[src/rtl/exu_fpu_seq.sv]
// Single-outstanding FP32 issue sequencer between EXU issue and an FPnew datapath.
// Latches one request, runs both FPU handshakes, writes back and accumulates sticky flags.
module exu_fpu_seq #(
   parameter int unsigned TIMEOUT = 64
) (
   input  logic        clk,
   input  logic        rst_l,
   input  logic        req_valid,
   input  logic [3:0]  req_op,
   input  logic [31:0] req_a,
   input  logic [31:0] req_b,
   input  logic [31:0] req_c,
   input  logic [4:0]  req_rd,
   input  logic [2:0]  req_rm,
   input  logic        flush,
   output logic        stall,
   output logic [95:0] fpu_operands,
   output logic [3:0]  fpu_op,
   output logic        fpu_op_mod,
   output logic [2:0]  fpu_rnd,
   output logic        fpu_in_valid,
   input  logic        fpu_in_ready,
   output logic        fpu_flush,
   input  logic [31:0] fpu_result,
   input  logic [4:0]  fpu_status,
   input  logic        fpu_out_valid,
   output logic        fpu_out_ready,
   output logic        wb_valid,
   input  logic        wb_ready,
   output logic [4:0]  wb_rd,
   output logic [31:0] wb_data,
   output logic [4:0]  fflags,
   input  logic        fflags_clr,
   output logic        illegal_op,
   output logic        timeout_err
);

   localparam int unsigned CW = $clog2(TIMEOUT + 1);
   // Abort decision is taken one cycle early so the registered error/flush
   // outputs appear exactly when the counter would read TIMEOUT-1.
   localparam logic [CW-1:0] TO_LAST = CW'(TIMEOUT - 2);

   // fpnew_pkg::operation_e encodings
   localparam logic [3:0] FP_FMADD  = 4'd0;
   localparam logic [3:0] FP_FNMSUB = 4'd1;
   localparam logic [3:0] FP_ADD    = 4'd2;
   localparam logic [3:0] FP_MUL    = 4'd3;
   localparam logic [3:0] FP_DIV    = 4'd4;
   localparam logic [3:0] FP_SQRT   = 4'd5;

   typedef enum logic [1:0] {
      S_IDLE  = 2'd0,
      S_ISSUE = 2'd1,
      S_WAIT  = 2'd2,
      S_WB    = 2'd3
   } state_e;

   state_e        state_q, state_d;
   logic [95:0]   ops_q, ops_d;
   logic [3:0]    op_q, op_d;
   logic          mod_q, mod_d;
   logic [2:0]    rm_q, rm_d;
   logic [4:0]    rd_q, rd_d;
   logic [31:0]   res_q, res_d;
   logic [4:0]    status_q, status_d;
   logic [4:0]    fflags_q, fflags_d;
   logic [CW-1:0] cnt_q, cnt_d;
   logic          fpu_flush_q, fpu_flush_d;
   logic          illegal_q, illegal_d;
   logic          timeout_q, timeout_d;

   logic          accept_s;
   logic [95:0]   map_ops_s;
   logic [3:0]    map_op_s;
   logic          map_mod_s;

   assign accept_s = (state_q == S_IDLE) && req_valid && !flush && (req_op <= 4'd8);

   // Operand ordering and FPnew op/modifier selection for the incoming request
   always_comb begin
      map_ops_s = 96'd0;
      map_op_s  = FP_ADD;
      map_mod_s = 1'b0;
      case (req_op)
         4'd0, 4'd1: begin
            map_ops_s = {req_b, req_a, 32'd0};
            map_op_s  = FP_ADD;
            map_mod_s = req_op[0];
         end
         4'd2: begin
            map_ops_s = {32'd0, req_b, req_a};
            map_op_s  = FP_MUL;
         end
         4'd3: begin
            map_ops_s = {32'd0, req_b, req_a};
            map_op_s  = FP_DIV;
         end
         4'd4: begin
            map_ops_s = {64'd0, req_a};
            map_op_s  = FP_SQRT;
         end
         4'd5, 4'd6: begin
            map_ops_s = {req_c, req_b, req_a};
            map_op_s  = FP_FMADD;
            map_mod_s = (req_op == 4'd6);
         end
         4'd7, 4'd8: begin
            map_ops_s = {req_c, req_b, req_a};
            map_op_s  = FP_FNMSUB;
            map_mod_s = (req_op == 4'd8);
         end
         default: begin
            map_ops_s = 96'd0;
            map_op_s  = FP_ADD;
            map_mod_s = 1'b0;
         end
      endcase
   end

   // Next-state, datapath capture, flag accumulation and timeout handling
   always_comb begin
      state_d     = state_q;
      ops_d       = ops_q;
      op_d        = op_q;
      mod_d       = mod_q;
      rm_d        = rm_q;
      rd_d        = rd_q;
      res_d       = res_q;
      status_d    = status_q;
      cnt_d       = cnt_q;
      timeout_d   = timeout_q;
      fpu_flush_d = 1'b0;
      illegal_d   = 1'b0;
      if (fflags_clr) begin
         fflags_d = 5'd0;
      end else begin
         fflags_d = fflags_q;
      end

      case (state_q)
         S_IDLE: begin
            if (accept_s) begin
               ops_d   = map_ops_s;
               op_d    = map_op_s;
               mod_d   = map_mod_s;
               rm_d    = req_rm;
               rd_d    = req_rd;
               cnt_d   = '0;
               state_d = S_ISSUE;
            end else if (req_valid && !flush && (req_op > 4'd8)) begin
               illegal_d = 1'b1;
            end else begin
               state_d = S_IDLE;
            end
         end
         S_ISSUE: begin
            if (flush) begin
               fpu_flush_d = 1'b1;
               state_d     = S_IDLE;
            end else if (cnt_q == TO_LAST) begin
               fpu_flush_d = 1'b1;
               timeout_d   = 1'b1;
               state_d     = S_IDLE;
            end else begin
               cnt_d = cnt_q + CW'(1);
               if (fpu_in_ready) begin
                  state_d = S_WAIT;
               end else begin
                  state_d = S_ISSUE;
               end
            end
         end
         S_WAIT: begin
            if (flush) begin
               fpu_flush_d = 1'b1;
               state_d     = S_IDLE;
            end else if (fpu_out_valid) begin
               res_d    = fpu_result;
               status_d = fpu_status;
               state_d  = S_WB;
            end else if (cnt_q == TO_LAST) begin
               fpu_flush_d = 1'b1;
               timeout_d   = 1'b1;
               state_d     = S_IDLE;
            end else begin
               cnt_d = cnt_q + CW'(1);
            end
         end
         S_WB: begin
            if (flush) begin
               state_d = S_IDLE;
            end else if (wb_ready) begin
               fflags_d = fflags_d | status_q;
               state_d  = S_IDLE;
            end else begin
               state_d = S_WB;
            end
         end
         default: begin
            state_d = S_IDLE;
         end
      endcase
   end

   // State and datapath registers
   always_ff @(posedge clk or negedge rst_l) begin
      if (!rst_l) begin
         state_q     <= S_IDLE;
         ops_q       <= 96'd0;
         op_q        <= 4'd0;
         mod_q       <= 1'b0;
         rm_q        <= 3'd0;
         rd_q        <= 5'd0;
         res_q       <= 32'd0;
         status_q    <= 5'd0;
         fflags_q    <= 5'd0;
         cnt_q       <= '0;
         fpu_flush_q <= 1'b0;
         illegal_q   <= 1'b0;
         timeout_q   <= 1'b0;
      end else begin
         state_q     <= state_d;
         ops_q       <= ops_d;
         op_q        <= op_d;
         mod_q       <= mod_d;
         rm_q        <= rm_d;
         rd_q        <= rd_d;
         res_q       <= res_d;
         status_q    <= status_d;
         fflags_q    <= fflags_d;
         cnt_q       <= cnt_d;
         fpu_flush_q <= fpu_flush_d;
         illegal_q   <= illegal_d;
         timeout_q   <= timeout_d;
      end
   end

   assign stall         = (state_q != S_IDLE) || accept_s;
   assign fpu_operands  = ops_q;
   assign fpu_op        = op_q;
   assign fpu_op_mod    = mod_q;
   assign fpu_rnd       = rm_q;
   assign fpu_in_valid  = (state_q == S_ISSUE);
   assign fpu_out_ready = (state_q == S_WAIT);
   assign fpu_flush     = fpu_flush_q;
   assign wb_valid      = (state_q == S_WB);
   assign wb_rd         = rd_q;
   assign wb_data       = res_q;
   assign fflags        = fflags_q;
   assign illegal_op    = illegal_q;
   assign timeout_err   = timeout_q;

endmodule

[config.mk]
export PLATFORM = sky130hd
export DESIGN_NAME = exu_fpu_seq
export DESIGN_NICKNAME = d
export VERILOG_FILES = /design/src/rtl/exu_fpu_seq.sv
export SDC_FILE = /design/constraint.sdc
export NUM_CORES = 1
export LEC_CHECK = 0
export ABC_CLOCK_PERIOD_IN_PS = 4400
export BUFFER_PORTS_ARGS = -buffer_cell sky130_fd_sc_hd__buf_4
export CAP_MARGIN = 20
export CELL_PAD_IN_SITES_DETAIL_PLACEMENT = 0
export CELL_PAD_IN_SITES_GLOBAL_PLACEMENT = 1
export CORE_MARGIN = 2
export CORE_UTILIZATION = 35
export DETAILED_ROUTE_END_ITERATION = 8
export GPL_ROUTABILITY_DRIVEN = 0
export GPL_TIMING_DRIVEN = 1
export PLACE_DENSITY_LB_ADDON = 0.2
export SYNTH_ARGS = -nofsm -noshare
export SYNTH_HDL_FRONTEND = slang
export SYNTH_SLANG_ARGS = --single-unit
[constraint.sdc]
create_clock -name clk -period 4.4 [get_ports clk]
set_clock_uncertainty 0.15 [all_clocks]
set_input_delay 0.44 -clock clk [delete_from_list [all_inputs] [get_ports clk]]
set_output_delay 0.44 -clock clk [all_outputs]
set_load 0.1 [all_outputs]
==> flow_summary_export.csv <==
group,metric,value,unit
setup_path,crit_path_max_fanout,8,
grt,grt_start_max_net_pins,89,
sta,hold_viol_final,0,
logic_synthesis,ys_async_sr_fraction,1.00,
logic_synthesis,synth_largest_area_cell,"dfrtp_1",
sta,setup_viol,0,
sta,fin_tns_setup,0,ns
grt,grt.overflow.total,0,
run_status,status,"completed",
clock_network,cts-buffers-inserted,17,
sta,fmax,0.355,GHz
logic_synthesis,synth.most_common_cell,"dfrtp_1",
power,totalPowerFinal,5.34,mW
power,combPwrFrac,0.378,
setup_path,crit_buf_inv,3,
power,swShare,0.439,
floorplan,core,0.0196,sq mm
sta,finalMaxSlewViolations,0,
grt,use_met2,0.329,
clock_network,clock_latency,0.42,ns
floorplan,ioPinCount,306,
logic_synthesis,yosysTopAreaCellShare,0.576,
clock_network,cts_sinks,162,
power,powerDensity,528,mW/mm^2
setup_path,cp_slowest_cell,"a21boi_2",
final_layout,n_antenna_cell,0,
route,wirelength,21800,um
grt,grt_pass1_wl,34400,um
logic_synthesis,avgSynthCellArea,10.9,sq um
logic_synthesis,synth_common_cells,"162 x dfrtp_1, 103 x nand2_1, 70 x nor2_1",
setup_path,crit_arrival,2.22,ns
final_layout,nFillCells,1862,
sta,post-route-min-period,2.81,ns
logic_synthesis,yosysSeqAreaShare,0.576,
route,vias,6017,
power,seqPwrFrac,0.330,
sta,rsz0062_at_grt,"no",
setup_path,start_kind,"flop",
clock_network,clock-root-buffer,"clkbuf_16",
route,antenna_left,0,
floorplan,die_area,0.0213,sq mm
placement,dp_hpwl,15200,um
grt,grt_pass1_vias,5921,
grt,groute.layer.met3.usage,0.0439,
final_layout,area_growth,43.7,%
clock_network,htreeDepth,4,
logic_synthesis,synth_edf_count,0,
logic_synthesis,synthCells,648,
final_layout,multi_input_area,0.00272,sq mm
sta,relSlewSlack,0.363,
clock_network,cts.clk_slew.worst_paths,0.07,ns
setup_path,required,3.81,ns
logic_synthesis,synth.net_count,808,
clock_network,cts_tree,"yes",
logic_synthesis,yosys_warnings,0,
final_layout,nets,1089,
logic_synthesis,ys.flop_type,"dfrtp_1",
clock_network,ctsResizeCount,0,
floorplan,start_util,0.359,
final_layout,finalNonFillerCells,1207,
grt,busiest_layer,"met2",
power,p_leak,5.17,nW
floorplan,die_w,146,um
logic_synthesis,synth_area,0.00704,sq mm
hold_path,hold_class,"in2reg",
power,p_sw,2.34,mW
route,drt_iter0_markers,295,
logic_synthesis,ys_ff_latch,162,
clock_network,cts_max_path_buffers,2,
floorplan,fp-row-count,51,
final_layout,drive_gt1_frac,0.415,
grt,track_usage,0.205,
placement,io_buffers,304,
logic_synthesis,ys_types,49,
power,intPower,3.00,mW
route,drc,0,
route,viasPerCell,4.99,
setup_path,worstSetupPathType,"reg2out",
final_layout,regArea,0.00405,sq mm
grt,antenna_found_initial,0,
setup_path,critPathMaxStageDelay,0.42,ns
sta,finalCritPeriodShare,0.640,
setup_path,cp_top_family,"buffers and inverters",
grt,met1_usage,0.276,
clock_network,postCtsSetupRepairBufs,0,
placement,dp_cells,1174,
route,dr.pass1.iters,4,
run,cap_violations,0,
floorplan,die_h,146,um
power,p_clk_frac,0.292,
logic_synthesis,yosys-top-cells-area,"dfrtp_1 58%, mux2_2 6.1%, nand2_1 5.5%",
setup_path,end_kind,"output port",
power,irDropWorstVdd,0.283,mV
sta,max_slew.worst_pin.slew,0.952,ns
route,wl_per_cell,18.1,um
setup_path,path_cells,"inv_1 > ha_1 > and3b_1 > a21boi_2 > inv_2 > buf_4",
[kinds of logic (layout without fill, tap and decap cells)]
group	after synthesis	after routing	synth area share
AND/OR/NAND/NOR	236	236	0.152
flip-flops	162	162	0.576
AO/OA/AOI/OAI	142	142	0.153
buffers and inverters	59	353	0.0414
multiplexers	39	39	0.0622
adder cells (fa/ha/maj)	7	7	0.0124
XOR/XNOR	2	2	0.00249
other	1	1	0.000533
[routing by layer]
layer | share of wire | wire length [um]
met1 | 0.44 | 9620
met2 | 0.48 | 10500
met3 | 0.055 | 1200
met4 | 0.023 | 510
met5 | 0 | 0
[power groups by stage]
| stage | registers (mW) | clock network (mW) | logic, mW |
|---|---|---|---|
| after floorplan | 3.03 | 0 | 0.241 |
| after global placement | 1.79 | 0 | 2.02 |
| after detailed placement | 1.79 | 0 | 2.03 |
| after CTS | 1.76 | 1.60 | 2.03 |
| after global routing | 1.79 | 1.66 | 2.09 |
| final | 1.76 | 1.56 | 2.02 |
[flip-flops by register name (all words and copies together), names as in the netlist]
register / flops
fpu_op_mod: 1
fpu_flush: 1
wb_rd: 5
fpu_operands: 96
illegal_op: 1
state_q: 2
timeout_err: 1
wb_data: 32
fpu_op: 3
status_q: 5
fpu_rnd: 3
fflags: 5
cnt_q: 7
[per-stage QoR]
stage	hold WS, ns	util	setup slack (ns)	instance area [sq um]
after detailed placement	0.317	0.484	1.56	9490
final	0.0534	0.516	1.59	10100
after floorplan	-0.00559	-	1.62	7040
after global routing	0.0495	0.516	1.43	10100
after global placement	0.306	0.484	1.57	9490
after CTS	0.0349	0.516	1.54	10100
[cell type report]
class,instances,share of cell area
clock buffer,17,0.0421
clock inverter,15,0.0189
inverter,10,0.00371
multi-input combinational,427,0.269
sequential,162,0.401
tap,265,0.0328
timing repair buffer,311,0.233
[layout by cell type, fill, tap and decap left out, drive strengths merged, types with 7 or more instances in the layout]
cell	n
nor2	71
buf	310
a21oi	7
and3	32
o21ai	47
dfrtp	162
a221o	33
inv	19
ha	7
a221oi	32
clkbuf	17
mux2	38
nand2	103
[final timing paths]
kind	startpoint	slack, ns	endpoint	cells past startpoint
hold / removal	req_rm[1]	0.05	fpu_rnd[1]$_DFFE_PN0P_	3
setup reg to reg	state_q[0]$_DFFE_PN0P_	1.66	fpu_operands[57]$_DFFE_PN0P_	6
hold reg to reg	fpu_operands[1]$_DFFE_PN0P_	0.33	fpu_operands[1]$_DFFE_PN0P_	2
max in group asynchronous	rst_l	2.61	fpu_operands[50]$_DFFE_PN0P_	3
min in group asynchronous	rst_l	0.55	fpu_operands[7]$_DFFE_PN0P_	2
setup / recovery	state_q[0]$_DFFE_PN0P_	1.59	stall	6
[worst min-delay path: cells and delay by family]
kind / cells / cell delay (ns)
and+or+nand+nor: 2 / 0.08
buffers and inverters: 1 / 0.07
[what timing repair did]
item                                    in CTS  in global routing
hold buffers                                 1                  0
endpoints found under the hold margin       38                  0
endpoints found under the setup margin       0                  0
Power figures use the tool's default switching activity.
